### src/rtl/i2c_pkg.sv
// Shared types and constants for the I2C register target.
package i2c_pkg;

    localparam logic [6:0]  DEFAULT_ADDR  = 7'h60;
    localparam logic [15:0] ADDR_SENTINEL = 16'hFFFF;

    typedef enum logic [3:0] {
        IDLE,
        DEV_ADDR,
        DEV_ACK,
        REGH,
        REGH_ACK,
        REGL,
        REGL_ACK,
        WDATA,
        WDATA_ACK,
        RDATA,
        MST_ACK,
        IGNORE
    } i2c_state_e;

    typedef struct packed {
        logic [15:0] addr;
        logic [7:0]  val;
    } reg_write_t;

    // Register pointer advance; the top of the map wraps back to zero.
    function automatic logic [15:0] next_addr(input logic [15:0] a);
        return (a == ADDR_SENTINEL) ? 16'h0000 : a + 16'd1;
    endfunction

endpackage

### src/rtl/i2c_bus_sync.sv
// Brings SCL/SDA into the i_clk domain and flags SCL edges, START and STOP.
module i2c_bus_sync (
    input  logic i_clk,
    input  logic i_rst_n,
    input  logic i_scl,
    input  logic i_sda,
    output logic o_sda,
    output logic o_scl_rise,
    output logic o_scl_fall,
    output logic o_start,
    output logic o_stop
);

    // [0],[1] form the synchroniser, [2] holds the previous synchronised level.
    logic [2:0] scl_q;
    logic [2:0] sda_q;

    // Shift registers preset high so a released bus never looks like a START.
    always_ff @(posedge i_clk or negedge i_rst_n) begin
        if (!i_rst_n) begin
            scl_q <= 3'b111;
            sda_q <= 3'b111;
        end else begin
            scl_q <= {scl_q[1:0], i_scl};
            sda_q <= {sda_q[1:0], i_sda};
        end
    end

    assign o_sda      = sda_q[1];
    assign o_scl_rise = scl_q[1] & ~scl_q[2];
    assign o_scl_fall = ~scl_q[1] & scl_q[2];
    assign o_start    = scl_q[1] & scl_q[2] & sda_q[2] & ~sda_q[1];
    assign o_stop     = scl_q[1] & scl_q[2] & ~sda_q[2] & sda_q[1];

endmodule

### src/rtl/i2c_reg_target.sv
// I2C target bridging a 16-bit register pointer and byte data to a reg-file port.
//
// state     | meaning
// IDLE      | bus ignored until START
// DEV_ADDR  | shifting in device address + R/W
// DEV_ACK   | acknowledging matched address
// REGH      | shifting in pointer high byte
// REGH_ACK  | acknowledging pointer high byte
// REGL      | shifting in pointer low byte
// REGL_ACK  | acknowledging pointer low byte
// WDATA     | shifting in write data
// WDATA_ACK | acknowledging write data
// RDATA     | fetching and shifting out read data
// MST_ACK   | SDA released, sampling controller ACK/NACK
// IGNORE    | not addressed or NACKed; wait for START/STOP
module i2c_reg_target
    import i2c_pkg::*;
#(
    parameter logic [6:0]  TARGET_ADDR = DEFAULT_ADDR,
    parameter int unsigned RD_LAT      = 2
) (
    input  logic        i_clk,
    input  logic        i_rst_n,
    input  logic        i_scl_in,
    input  logic        i_sda_in,
    output logic        o_scl_oe,
    output logic        o_sda_oe,
    output logic        o_scl_out,
    output logic        o_sda_out,
    output logic        o_busy,
    output logic        o_reg_wr,
    output logic [15:0] o_reg_addr,
    output logic [7:0]  o_reg_wdata,
    output logic        o_reg_rd,
    input  logic [7:0]  i_reg_rdata
);

    // Loaded with RD_LAT+1 alongside the read strobe; terminal count 1 marks capture.
    localparam logic [3:0] LAT_LOAD = 4'(RD_LAT + 1);

    i2c_state_e  state_q, state_d;
    logic [2:0]  bit_cnt_q, bit_cnt_d;
    logic [7:0]  rx_q, rx_d;
    logic [7:0]  tx_q, tx_d;
    logic        sda_oe_q, sda_oe_d;
    logic        busy_q, busy_d;
    logic        rw_q, rw_d;
    logic        ack_seen_q, ack_seen_d;
    logic [15:0] addr_q, addr_d;
    logic [7:0]  wdata_q, wdata_d;
    logic        reg_wr_q, reg_wr_d;
    logic        reg_rd_q, reg_rd_d;
    logic [3:0]  lat_cnt_q, lat_cnt_d;

    logic       sda_s, scl_rise, scl_fall, start_det, stop_det;
    logic [7:0] rx_byte;

    i2c_bus_sync u_sync (
        .i_clk      (i_clk),
        .i_rst_n    (i_rst_n),
        .i_scl      (i_scl_in),
        .i_sda      (i_sda_in),
        .o_sda      (sda_s),
        .o_scl_rise (scl_rise),
        .o_scl_fall (scl_fall),
        .o_start    (start_det),
        .o_stop     (stop_det)
    );

    assign rx_byte = {rx_q[6:0], sda_s};

    // Next-state, bit handling, strobes and SDA drive decisions.
    always_comb begin
        state_d    = state_q;
        bit_cnt_d  = bit_cnt_q;
        rx_d       = rx_q;
        tx_d       = tx_q;
        sda_oe_d   = sda_oe_q;
        busy_d     = busy_q;
        rw_d       = rw_q;
        ack_seen_d = ack_seen_q;
        addr_d     = addr_q;
        wdata_d    = wdata_q;
        reg_wr_d   = 1'b0;
        reg_rd_d   = 1'b0;
        lat_cnt_d  = (lat_cnt_q != 4'd0) ? lat_cnt_q - 4'd1 : 4'd0;

        if (reg_wr_q) addr_d = next_addr(addr_q);

        // Read data arrives: bit 7 goes out straight away, pointer moves on.
        if (state_q == RDATA && lat_cnt_q == 4'd1) begin
            tx_d     = i_reg_rdata;
            sda_oe_d = ~i_reg_rdata[7];
            addr_d   = next_addr(addr_q);
        end

        case (state_q)
            DEV_ADDR, REGH, REGL, WDATA: begin
                if (scl_rise) begin
                    rx_d      = rx_byte;
                    bit_cnt_d = bit_cnt_q + 3'd1;
                    if (bit_cnt_q == 3'd7) begin
                        if (state_q == DEV_ADDR) begin
                            if (rx_byte[7:1] == TARGET_ADDR) begin
                                busy_d  = 1'b1;
                                rw_d    = rx_byte[0];
                                state_d = DEV_ACK;
                            end else begin
                                state_d = IGNORE;
                            end
                        end else if (state_q == REGH) begin
                            addr_d[15:8] = rx_byte;
                            state_d      = REGH_ACK;
                        end else if (state_q == REGL) begin
                            addr_d[7:0] = rx_byte;
                            state_d     = REGL_ACK;
                        end else begin
                            wdata_d  = rx_byte;
                            reg_wr_d = 1'b1;
                            state_d  = WDATA_ACK;
                        end
                    end
                end
            end
            // First fall after the 8th bit pulls SDA low, the next one ends the ACK.
            DEV_ACK, REGH_ACK, REGL_ACK, WDATA_ACK: begin
                if (scl_fall) begin
                    if (!sda_oe_q) begin
                        sda_oe_d = 1'b1;
                    end else begin
                        sda_oe_d = 1'b0;
                        if (state_q == DEV_ACK) begin
                            if (rw_q) begin
                                state_d   = RDATA;
                                reg_rd_d  = 1'b1;
                                lat_cnt_d = LAT_LOAD;
                            end else begin
                                state_d = REGH;
                            end
                        end else if (state_q == REGH_ACK) begin
                            state_d = REGL;
                        end else begin
                            state_d = WDATA;
                        end
                    end
                end
            end
            RDATA: begin
                if (scl_fall) begin
                    tx_d     = {tx_q[6:0], 1'b0};
                    sda_oe_d = ~tx_q[6];
                end
                if (scl_rise) begin
                    bit_cnt_d = bit_cnt_q + 3'd1;
                    if (bit_cnt_q == 3'd7) begin
                        state_d    = MST_ACK;
                        ack_seen_d = 1'b0;
                    end
                end
            end
            MST_ACK: begin
                if (scl_rise) begin
                    if (sda_s) begin
                        state_d = IGNORE;
                        busy_d  = 1'b0;
                    end else begin
                        ack_seen_d = 1'b1;
                    end
                end
                if (scl_fall) begin
                    if (!ack_seen_q) begin
                        sda_oe_d = 1'b0;
                    end else begin
                        ack_seen_d = 1'b0;
                        state_d    = RDATA;
                        reg_rd_d   = 1'b1;
                        lat_cnt_d  = LAT_LOAD;
                    end
                end
            end
            default: ;
        endcase

        // START/STOP override everything and drop any partial byte or pending fetch.
        if (start_det || stop_det) begin
            state_d    = start_det ? DEV_ADDR : IDLE;
            bit_cnt_d  = 3'd0;
            sda_oe_d   = 1'b0;
            busy_d     = 1'b0;
            ack_seen_d = 1'b0;
            lat_cnt_d  = 4'd0;
            reg_wr_d   = 1'b0;
            reg_rd_d   = 1'b0;
        end
    end

    // State and datapath registers.
    always_ff @(posedge i_clk or negedge i_rst_n) begin
        if (!i_rst_n) begin
            state_q    <= IDLE;
            bit_cnt_q  <= 3'd0;
            rx_q       <= 8'h00;
            tx_q       <= 8'h00;
            sda_oe_q   <= 1'b0;
            busy_q     <= 1'b0;
            rw_q       <= 1'b0;
            ack_seen_q <= 1'b0;
            addr_q     <= 16'h0000;
            wdata_q    <= 8'h00;
            reg_wr_q   <= 1'b0;
            reg_rd_q   <= 1'b0;
            lat_cnt_q  <= 4'd0;
        end else begin
            state_q    <= state_d;
            bit_cnt_q  <= bit_cnt_d;
            rx_q       <= rx_d;
            tx_q       <= tx_d;
            sda_oe_q   <= sda_oe_d;
            busy_q     <= busy_d;
            rw_q       <= rw_d;
            ack_seen_q <= ack_seen_d;
            addr_q     <= addr_d;
            wdata_q    <= wdata_d;
            reg_wr_q   <= reg_wr_d;
            reg_rd_q   <= reg_rd_d;
            lat_cnt_q  <= lat_cnt_d;
        end
    end

    assign o_scl_oe    = 1'b0;
    assign o_scl_out   = 1'b0;
    assign o_sda_out   = 1'b0;
    assign o_sda_oe    = sda_oe_q;
    assign o_busy      = busy_q;
    assign o_reg_wr    = reg_wr_q;
    assign o_reg_rd    = reg_rd_q;
    assign o_reg_addr  = addr_q;
    assign o_reg_wdata = wdata_q;

endmodule

### config.mk
export PLATFORM = sky130hd
export DESIGN_NAME = i2c_reg_target
export DESIGN_NICKNAME = d
export VERILOG_FILES = /design/src/rtl/i2c_pkg.sv /design/src/rtl/i2c_bus_sync.sv /design/src/rtl/i2c_reg_target.sv
export SDC_FILE = /design/constraint.sdc
export NUM_CORES = 1
export LEC_CHECK = 0
export ABC_AREA = 0
export CORE_AREA = 2 2 84 86
export CTS_CLUSTER_SIZE = 25
export DETAILED_ROUTE_END_ITERATION = 7
export DIE_AREA = 0 0 86 88
export PLACE_DENSITY = 0.83
export SKIP_CTS_REPAIR_TIMING = 1
export SYNTH_ARGS = -nofsm -noshare
export SYNTH_HDL_FRONTEND = slang
export SYNTH_SLANG_ARGS = --single-unit
### constraint.sdc
create_clock -name i_clk -period 5.6 [get_ports i_clk]
set_clock_uncertainty 0.15 [all_clocks]
set_input_delay 0.84 -clock i_clk [delete_from_list [all_inputs] [get_ports i_clk]]
set_output_delay 0.84 -clock i_clk [all_outputs]
set_load 0.1 [all_outputs]
==> impl_metrics.json <==
{
  "grt_pass1_vias": 2361,
  "crit_buf_inv": 1,
  "crit_chain": "clkdlybuf4s50_1",
  "rsz0062_at_grt": "no",
  "final_hold_viol_count": 0,
  "synth_top_family_by_area": "simple AND/OR/NAND/NOR gates",
  "p_leak_nw": 1.62,
  "antenna_found_initial": 0,
  "synth_enable_flop_cells": 0,
  "final_antenna_net_count": 0,
  "clk_latency_ns": 0.35,
  "clk_pin_slew_worst_paths_ns": 0.07,
  "crit_arrival_ns": 1.97,
  "finalSetupViolCount": 0,
  "drv_slew": 0,
  "antenna_cells": 0,
  "synth-simple-area-share": 0.205,
  "hold_path_depth": 0,
  "reg2reg_depth": 5,
  "synth.yosys.seq_area_share": 0.468,
  "dieArea_mm2": 0.00757,
  "cts_sinks": 61,
  "hpwl_um": 4950,
  "total_power_mw": 0.889,
  "syn_area_mm2": 0.00328,
  "hold-worst-slack_ns": 0.207,
  "grt_pass1_wl_um": 11600,
  "ios": 43,
  "yosysWarnings": 0,
  "synth_seq_cells": 61,
  "avgSynthCellArea_um2": 10.1,
  "die_w_um": 86,
  "slew_headroom": 0.346,
  "cp_num_cells": 1,
  "synth-main-ff-cell": "dfrtp_1",
  "cp_slowest_cell": "clkdlybuf4s50_1",
  "cts_tree": "built",
  "endpoint_kind": "output pin",
  "fmax_mhz": 337,
  "synth_xor_area_frac": 0.0347,
  "ys_types": 68,
  "crit_path_max_incr_delay_ns": 1.17,
  "cp_max_fo": 8,
  "criticalPathCategory": "reg -> out",
  "nets": 372,
  "grt_max_degree": 62,
  "cts_max_path_buffers": 2,
  "drcViolationCount": 0,
  "drive_above_1_share": 0.155,
  "wl_um": 7140,
  "syn2layout_area_growth_pct": 17.2,
  "critPathLaunchType": "flip-flop",
  "num_rows": 30,
  "maxCapViolCount": 0,
  "start_util": 0.493,
  "htree_levels": 3,
  "cts-root-buf": "clkbuf_8",
  "num_vias": 2602,
  "synth-compound-area-share": 0.150,
  "grtUsageTotal": 0.198,
  "viasPerCell": 5.89,
  "fin_setup_tns_ns": 0,
  "cp_top_family": "buffers and inverters",
  "routedWlPerCell_um": 16.1,
  "synth_fa_ha_area_frac": 0.0115,
  "ir_drop_mv": 0.210,
  "hp-class": "reg -> reg",
  "fin_util": 0.578,
  "portBuffers": 39,
  "first_pass_iters": 5,
  "min_period_ns": 2.96,
  "place_area_mm2": 0.00366,
  "cp.required_ns": 4.61,
  "status": "finished, final reports clean",
  "synth_mux_area_frac": 0.0913,
  "coreArea_mm2": 0.00664,
  "die_y_um": 88,
  "drt_iter0_drc": 169,
  "synthArstFlopShare": 1.00,
  "synthCells": 323,
  "grt-ovfl-total": 0,
  "finalCritPeriodShare": 0.529,
  "gp_congestion": 0.852,
  "worstMarginPinSlew_ns": 0.978,
  "numCtsBuffers": 9,
  "p_per_area_mw_per_mm2": 232,
  "fin_area_mm2": 0.00384
}
## sequential cells by signal, indices dropped and copies added, names as in the netlist
register and flops:
lat_cnt_q 4, o_reg_wr 1, o_reg_wdata 8, rw_q 1
o_sda_oe 1, state_q 4, tx_q 7, rx_q 7
o_reg_addr 16, o_busy 1, o_reg_rd 1, u_sync.sda_q 3
u_sync.scl_q 3, ack_seen_q 1, bit_cnt_q 3
## layout by cell type (no fill, tap or decap), types with 3 or more instances in the layout
cell type         n
and2_1            5
dfstp_2           6
nor3_2            3
inv_1             3
o21ai_0          23
clkbuf_8         10
nand2_1          33
nand3_1          15
a21oi_1          13
mux2_2           15
nand3b_1          3
and3_1            5
clkinvlp_4        3
nor2_1           24
xnor2_1           3
mux2i_1          13
a31oi_1           5
nor3_1            7
conb_1            3
a211oi_1          4
clkdlybuf4s50_1  38
dfrtp_1          55
ha_1              3
nand4_1           4
xor2_1           10
## power by group
part           switching, mW  internal (mW)  leakage [nW]
clock network          0.183          0.172        0.0815
registers             0.0242          0.456         0.794
logic                 0.0317         0.0224         0.748
total                  0.239          0.651          1.62
## path summary, 6_finish.rpt
check                      slack, ns              end             from
max in group asynchronous       4.31     bit_cnt_q[0]          i_rst_n
max reg2reg                     3.13         o_sda_oe       state_q[3]
min in group asynchronous       0.48   o_reg_addr[13]          i_rst_n
max                             2.64    o_reg_addr[7]    o_reg_addr[7]
min                             0.21  u_sync.scl_q[1]  u_sync.scl_q[0]
min reg2reg                     0.21  u_sync.scl_q[1]  u_sync.scl_q[0]
## logic make-up (layout without fill, tap and decap cells)
family	after synthesis	count (layout)
compound gates	71	71
xor+xnor	13	13
fa+ha+maj	3	3
buf+inv	22	59
flops	61	61
mux	28	28
other cells	1	3
simple gates	124	124
## final cells by class
cell class / instances / area, um^2
sequential: 61 / 1530
timing repair buffer: 40 / 393
fill: 568 / 2800
tap: 80 / 100
multi-input combinational: 242 / 1630
clock inverter: 5 / 36.3
clock buffer: 11 / 141
inverter: 3 / 11.3
## synthesized netlist by cell type, types with 2 or more instances
cell      count  share of area
dfstp_2       6          0.048
and2_1        5         0.0095
inv_1         3         0.0034
ha_1          3          0.011
o31ai_2       2         0.0076
a221oi_1      2         0.0053
nand3_2       2         0.0061
nor3_1        7          0.011
mux2_2       15          0.052
o21ai_1       2         0.0031
nor2_1       24          0.027
o21a_1        2         0.0046
a31oi_1       5         0.0095
nand3b_1      3         0.0069
buf_6         2         0.0069
clkbuf_1      3         0.0034
and2b_1       2         0.0046
dfrtp_1      55           0.42
and3_1        5         0.0095
nor3_2        3         0.0092
or2_2         2         0.0038
xnor2_1       3         0.0080
o21ai_0      23          0.035
a211oi_1      4         0.0092
buf_4         4         0.0092
nand4_1       4         0.0076
nand2_1      33          0.038
nand2b_1      2         0.0038
a21oi_1      13          0.020
buf_2         9          0.014
nand3_1      15          0.023
mux2i_1      13          0.040
o22ai_1       2         0.0038
nor2b_1       2         0.0038
xor2_1       10          0.027
## through the flow
| stage | worst slack, ns | std cells |
|---|---|---|
| CTS | 2.62 | 442 |
| floorplan | 3.03 | 325 |
| global placement | 3.03 | 426 |
| finish | 2.64 | 442 |
| global route | 2.55 | 442 |
| detailed placement | 3.00 | 426 |
## layer usage
metal | GRT usage | vias up | share of wire
met5 | 0 | - | 0
met1 | 0.283 | 1275 | 0.46
li1 | - | 1227 | -
met2 | 0.292 | 88 | 0.47
met4 | 0.0736 | 0 | 0.015
met3 | 0.0500 | 12 | 0.062
No activity file was read; power rests on OpenSTA's default activity.
